### src/rtl/pipe_stall_ctrl.sv
// Pipeline sequencer for the 5-stage core: merges stall requests, runs the divider
// handshake, turns exceptions into flush + redirect and counts stall cycles.
//
// state    | meaning
// ---------+-----------------------------------------------------------
// RUN      | normal flow; a div request issues a start pulse
// DIV_WAIT | divider busy, ex stage stalled, wait counter running
// DIV_HOLD | result valid for one cycle, ex-stall released
module pipe_stall_ctrl #(
    parameter int DIV_TIMEOUT = 64,
    parameter int PC_WIDTH    = 32
) (
    input  logic                clk,
    input  logic                rst,
    input  logic                pause_if_i,
    input  logic                pause_id_i,
    input  logic                pause_mem_i,
    input  logic                div_req_i,
    input  logic                div_done_i,
    input  logic                exc_i,
    input  logic [PC_WIDTH-1:0] exc_pc_i,
    output logic [5:0]          pause_o,
    output logic                flush_o,
    output logic [PC_WIDTH-1:0] new_pc_o,
    output logic                div_start_o,
    output logic                div_cancel_o,
    output logic                div_ready_o,
    output logic                div_timeout_o,
    output logic [31:0]         stall_cnt_o
);
    localparam int CW = $clog2(DIV_TIMEOUT + 1);

    typedef enum logic [1:0] {
        RUN      = 2'd0,
        DIV_WAIT = 2'd1,
        DIV_HOLD = 2'd2
    } state_t;

    state_t        r_state;
    state_t        w_state_nxt;
    logic [CW-1:0] r_wait_cnt;
    logic [CW-1:0] w_wait_cnt_nxt;
    logic          r_timeout;
    logic [31:0]   r_stall_cnt;
    logic          w_ex_stall;
    logic          w_start;
    logic          w_cancel;
    logic          w_ready;
    logic [5:0]    w_pause;

    always_ff @(posedge clk or negedge rst) begin
        if (!rst) begin
            r_state     <= RUN;
            r_wait_cnt  <= '0;
            r_timeout   <= 1'b0;
            r_stall_cnt <= '0;
        end else begin
            r_state    <= w_state_nxt;
            r_wait_cnt <= w_wait_cnt_nxt;
            if (r_state == DIV_WAIT && w_wait_cnt_nxt == CW'(DIV_TIMEOUT))
                r_timeout <= 1'b1;
            if (pause_o != 6'd0)
                r_stall_cnt <= r_stall_cnt + 32'd1;
        end
    end

    always_comb begin
        w_state_nxt    = r_state;
        w_wait_cnt_nxt = r_wait_cnt;
        w_ex_stall     = 1'b0;
        w_start        = 1'b0;
        w_cancel       = 1'b0;
        w_ready        = 1'b0;
        case (r_state)
            RUN: begin
                w_ex_stall = div_req_i;
                if (div_req_i && !exc_i) begin
                    w_start        = 1'b1;
                    w_state_nxt    = DIV_WAIT;
                    w_wait_cnt_nxt = '0;
                end
            end
            DIV_WAIT: begin
                w_ex_stall = 1'b1;
                if (r_wait_cnt != CW'(DIV_TIMEOUT))
                    w_wait_cnt_nxt = r_wait_cnt + 1'b1;
                // an exception wins over a result arriving in the same cycle
                if (exc_i) begin
                    w_cancel    = 1'b1;
                    w_state_nxt = RUN;
                end else if (div_done_i) begin
                    w_state_nxt = DIV_HOLD;
                end
            end
            DIV_HOLD: begin
                w_state_nxt = RUN;
                if (exc_i) w_cancel = 1'b1;
                else       w_ready  = 1'b1;
            end
            default: w_state_nxt = RUN;
        endcase
    end

    always_comb begin
        w_pause = 6'b000000;
        if (exc_i)            w_pause = 6'b000000;
        else if (pause_mem_i) w_pause = 6'b011111;
        else if (w_ex_stall)  w_pause = 6'b001111;
        else if (pause_id_i)  w_pause = 6'b000111;
        else if (pause_if_i)  w_pause = 6'b000011;
    end

    // combinational outputs are held at zero while reset is asserted
    assign pause_o       = rst ? w_pause : 6'd0;
    assign flush_o       = rst & exc_i;
    assign new_pc_o      = flush_o ? exc_pc_i : '0;
    assign div_start_o   = rst & w_start;
    assign div_cancel_o  = rst & w_cancel;
    assign div_ready_o   = rst & w_ready;
    assign div_timeout_o = r_timeout;
    assign stall_cnt_o   = r_stall_cnt;
endmodule

### config.mk
export PLATFORM = sky130hd
export DESIGN_NAME = pipe_stall_ctrl
export DESIGN_NICKNAME = d
export VERILOG_FILES = /design/src/rtl/pipe_stall_ctrl.sv
export SDC_FILE = /design/constraint.sdc
export NUM_CORES = 1
export LEC_CHECK = 0
export ABC_AREA = 0
export BUFFER_PORTS_ARGS = -buffer_cell sky130_fd_sc_hd__clkbuf_2
export CAP_MARGIN = 0
export CORE_UTILIZATION = 35
export DETAILED_ROUTE_END_ITERATION = 10
export GPL_ROUTABILITY_DRIVEN = 0
export SLEW_MARGIN = 20
export SYNTH_ARGS = -nofsm -noshare
export SYNTH_HDL_FRONTEND = slang
export SYNTH_SLANG_ARGS = --single-unit
### constraint.sdc
create_clock -name clk -period 2.8 [get_ports clk]
set_clock_uncertainty 0.1 [all_clocks]
set_input_delay 0.56 -clock clk [delete_from_list [all_inputs] [get_ports clk]]
set_output_delay 0.56 -clock clk [all_outputs]
set_load 0.01 [all_outputs]
== Yosys cells after proc, flatten, opt, wreduce, memory -nomap -nowiden ==
Index checks and enable logic that the tools add are counted.
Operators by class
  equality and inequality tests: 6
  add/sub/neg operators: 2
  bitwise operators: 4
  reduce and logical (&&, ||, !) cells: 7
  mux-type cells: 21
Operators with widths (number)
  $add 32x1->32 const B: 1
  $mux 32: 1
  $mux 7: 2
  $pmux 7 s2: 1
  $mux 5: 2
  $mux 2: 4
  $add 7x1->7 const B: 1
  $eq 7x7->1 const B: 1
  $ne 7x7->1 const B: 1
  $mux 1: 6
  $mux 6: 1
  $reduce_bool 6->1: 1
  $and 1x1->1: 4
  $mux 4: 1
  $pmux 2 s2: 1
  $mux 3: 1
  $ne 3x3->1 const B: 1
  $eq 2x1->1 const B: 1
  $eq 2x2->1 const B: 1
  $logic_and 1x1->1: 2
  $logic_not 2->1: 1
  $ne 2x2->1 const B: 1
  $pmux 1 s2: 1
  $reduce_and 2->1: 1
  2 further kinds: 2
Storage, ports and cells
  output and inout port bits: 75
  word-level logic and storage cells: 44
  register bits after elaboration: 42

== Longest topological paths before layout ==
  depth after elaboration: 7
  depth in mapped cells: 7
  gate-level depth less buffers: 7

== Worst setup path after synthesis ==
No wires, ideal clock.
  path type: register to output
  from: register r_state[0]
  to: output pause_o[1]
  data required time: 2140 ps
  stages on the path, launching flop included: 6
  arrival time: 1759 ps
  path buffers: 1
  slack: 381 ps
  path through: dfrtp_1 > inv_1 > ha_1 > a2111oi_2 > a21oi_1 > buf_4
Between the ends
  longest elaborated chain between the ends: 6
  elaborated cells on any way between the ends: 7
Ends and longest elaborated chain
  start: declaration: line 39  | state_t r_state;
  start signal: assignment: line 58  | r_state <= w_state_nxt;
  $eq 2x1->1 / $logic_not 2->1 (equally long branches): line 74  | case (r_state)
  $pmux 1 s2 *: line 74
  $mux 4 *: line 108  | else if (w_ex_stall) w_pause = 6'b001111;
  $mux 5 *: line 107  | else if (pause_mem_i) w_pause = 6'b011111;
  $mux 5 *: line 106  | if (exc_i) w_pause = 6'b000000;
  $mux 6 *: line 114  | assign pause_o = rst ? w_pause : 6'd0;
  end: declaration: line 22  | output logic [5:0] pause_o,
Mark *: on every way between the ends. The rest lies on a longest branch, timed or not.

== Worst setup path after layout ==
  from: register r_state[0]
  to: register r_stall_cnt[24] (netlist: stall_cnt_o[24])
Between the ends
  longest elaborated chain between the ends: 7
  elaborated cells on any way between the ends: 8
Ends and longest elaborated chain
  $eq 2x1->1 / $logic_not 2->1 (equally long branches): line 74
  $pmux 1 s2 *: line 74
  $mux 4 *: line 108
  $mux 5 *: line 107
  $mux 5 *: line 106
  $mux 6 *: line 114
  $reduce_bool 6->1 *: line 62  | if (pause_o != 6'd0)
  end signal: assignment: line 63  | r_stall_cnt <= r_stall_cnt + 32'd1;
  end: declaration: line 44  | logic [31:0] r_stall_cnt;
Marked as above.
A chain may end at the register's enable or synchronous reset.

==> impl_metrics.yaml <==
run_status:
  status: "finished, final reports clean"
timing:
  setup_viol: 0
  slew_viol_final: 0
  fin_crit_ps: 2580
  whs_ps: 231.5
  fmax_mhz: 387.7
  layout_setup_ws_ps: 220.4
  worst_slew_pin_slew_ps: 552.6
  hold_viol: 0
  post-route-period-util_pct: 92.13
  max-slew-margin-rel_pct: 62.85
clock_network:
  clockRootBuffer: "clkbuf_8"
  clk_pin_slew_ps: 90
  insertion_delay_ps: 300
  clock_path_buffers: 2
  cts_made_buffers: 5
  cts.sinks: 42
  cts_htree_levels: 2
  cts_tree: "built"
  postCtsHoldBufs: 0
logic_synthesis:
  syn-num-nets: 309
  syn-cell-area_um2: 2516
  synth_area_leaders: "dfrtp_1, and3_1, xnor2_1"
  yosysWarnings: 0
  synth-seq-cells: 42
  yosysMostFrequentCell: "dfrtp_1"
  synthFlopType: "dfrtp_1"
  yosysTopAreaCellShare_pct: 41.77
  avgSynthCellArea_um2: 9.604
  synth-seq-area-share_pct: 41.77
  synthArstFlopShare_pct: 100.0
  synth.distinct_cells: 44
  synth_edf_count: 0
  synth_cells: 262
  synthTopCellsByCount: "dfrtp_1, and3_1, xnor2_1, nand2_1, inv_1"
  yosys.area.top_type: "dfrtp_1"
drt:
  drt_pass1_iterations: 4
  via_per_inst: 4.849
  drtIter0Drc: 123
  met1_length_um: 2768
  avgRoutedWirePerCell_um: 12.68
  wl_met2_um: 2867
  route.detailed.drc: 0
  wl_met3_um: 285
  num_vias: 2284
  routed_wirelength_um: 5972
  postRouteAntennaNets: 0
  routed.top_layer: "met4"
floorplan:
  coreArea_um2: 6869
  die_area_um2: 7533
  ios: 115
  die_width_um: 86.79
  die_h_um: 86.79
  start_util_pct: 36.63
  rows: 30
final_layout:
  synthToLayoutAreaGrowth_pct: 32.32
  diodes: 0
  final_area_um2: 3329
  stdcell_count: 471
  fillers: 696
  drive_gt1_share_pct: 37.60
  layout.nets: 421
  final_core_util_pct: 48.47
placement:
  hpwlAfterDp_um: 4401
  dp.cells: 461
  pre_cts_slack_ps: 241.9
  io_buffers: 113
  placed_area_um2: 3192
power_and_ir_drop:
  p_per_area_nw_per_um2: 620.9
  intPower_uw: 1318
  vdd_ir_drop_max_v: 0.0005090
  power_frac_comb_pct: 37.4
  p_clk_share_pct: 23.3
  p_leak_uw: 0.001813
  p_sw_share_pct: 36.25
  pwr-share-seq_pct: 39.3
  p_sw_uw: 749.3
critical_path:
  critPathSlowestCell: "a211oi_2"
  critPathArrivalTime_ps: 2710
  end_kind: "flip-flop"
  rr_worst_depth: 8
  worstSetupPathType: "flip-flop to flip-flop"
  startpoint: "r_state[0]"
  reg2reg_from: "r_state[0]"
  worstReg2RegEnd: "stall_cnt_o[24]"
  r2r_slack_ps: 220
  crit_path_end: "stall_cnt_o[24]"
  worstPathCellList: "inv_1 > ha_1 > a2111oi_4 > buf_4 > a211oi_2 > nand4_2 > nor4_1 > xor2_1"
  startpoint_type: "flip-flop"
  worstPathMaxFanout: 9
  required_ps: 2930
  critPathMaxStageDelay_ps: 470
hold_path:
  hold_class: "primary input to asynchronous set/reset pin"
flow_run:
  maxCapViolations: 0
global_routing:
  first_global_vias: 2131
  grt_max_degree: 78
  antenna_found_initial: 0
  grt_first_pass_wirelength_um: 9956
  grt_overflow: 0
  grtUsageTotal_pct: 16.62
## per-stage QoR
step	total power (uW)	TNS, ps
2_1_floorplan	1304	0
3_3_place_gp	1562	0
3_5_place_dp	1580	0
4_1_cts	2077	0
5_1_grt	2222	-6.836
6_report	2067	0
## power by group through the flow
stage	sequential, uW	clock [uW]	combinational, uW
after floorplan	810	0	493
after global placement	822	0	741
after detailed placement	823	0	757
after CTS	813	495	769
after global routing	833	518	872
final	812	483	773
## area by class of cell
type,instances,area (um2),area share (%)
clock buffer,6,72.57,2.180
clock inverter,2,37.54,1.127
inverter,15,56.30,1.691
multi-input combinational,189,1354,40.66
timing repair buffer,121,638.1,19.17
tap,96,120.1,3.608
sequential,42,1051,31.57
## worst min-delay path by stage
stage	slack [ps]	to	cells after the start
floorplan	160	div_timeout_o	0
global placement	360	stall_cnt_o[31]	1
detailed placement	360	stall_cnt_o[31]	1
CTS	250	stall_cnt_o[26]	2
global route	250	stall_cnt_o[26]	2
finish	230	stall_cnt_o[26]	2
## critical path, delay by kind of cell (launching register included)
family / cells / cell delay (ps)
buffers and inverters: 2 / 270
xor gates and xnor gates: 1 / 170
adders and majority gates: 1 / 330
AOI/OAI and AO/OA: 2 / 600
and+or+nand+nor: 2 / 650
DFF: 1 / 400
## cell usage in the layout (no fill, tap or decap), types with 3 or more instances in the layout
cell type	n
a21oi_1	4
a311oi_1	3
and2_1	5
and3_1	37
buf_4	7
clkbuf_2	113
clkbuf_8	5
dfrtp_1	42
ha_1	7
inv_1	15
mux2_2	3
nand2_1	17
nand2b_1	3
nand3_1	9
nand4_1	4
nor2_1	9
nor2b_1	5
nor3_1	8
o21ai_0	11
xnor2_1	19
xor2_1	13
## kinds of logic (layout without fill, tap and decap cells)
family,Yosys count,count (layout),synth area share [%]
xor gates and xnor gates,32,32,11.14
muxes,5,5,2.138
and+or+nand+nor,111,111,26.26
DFF,42,42,41.77
adders and majority gates,7,7,3.481
other,1,1,0.1490
buffers and inverters,31,144,4.923
AOI/OAI and AO/OA,33,33,10.14
## layer usage
layer	GRT usage, %	vias to the layer above
met3	3.333	5
met5	0	-
met4	4.545	0
li1	-	1136
met1	21.66	1080
met2	27.99	63
## sequential cells by signal, summed over array words and instances, names as in the netlist
signal and count:
stall_cnt_o 32, r_wait_cnt 7, r_state 2, div_timeout_o 1
## what timing repair did
action                                  CTS  global route
pin swaps                                 0             1
setup buffers                             0             2
gates resized for setup                   1             0
endpoints found under the setup margin    2             2
Note: power is estimated with default switching activity, not from simulation.
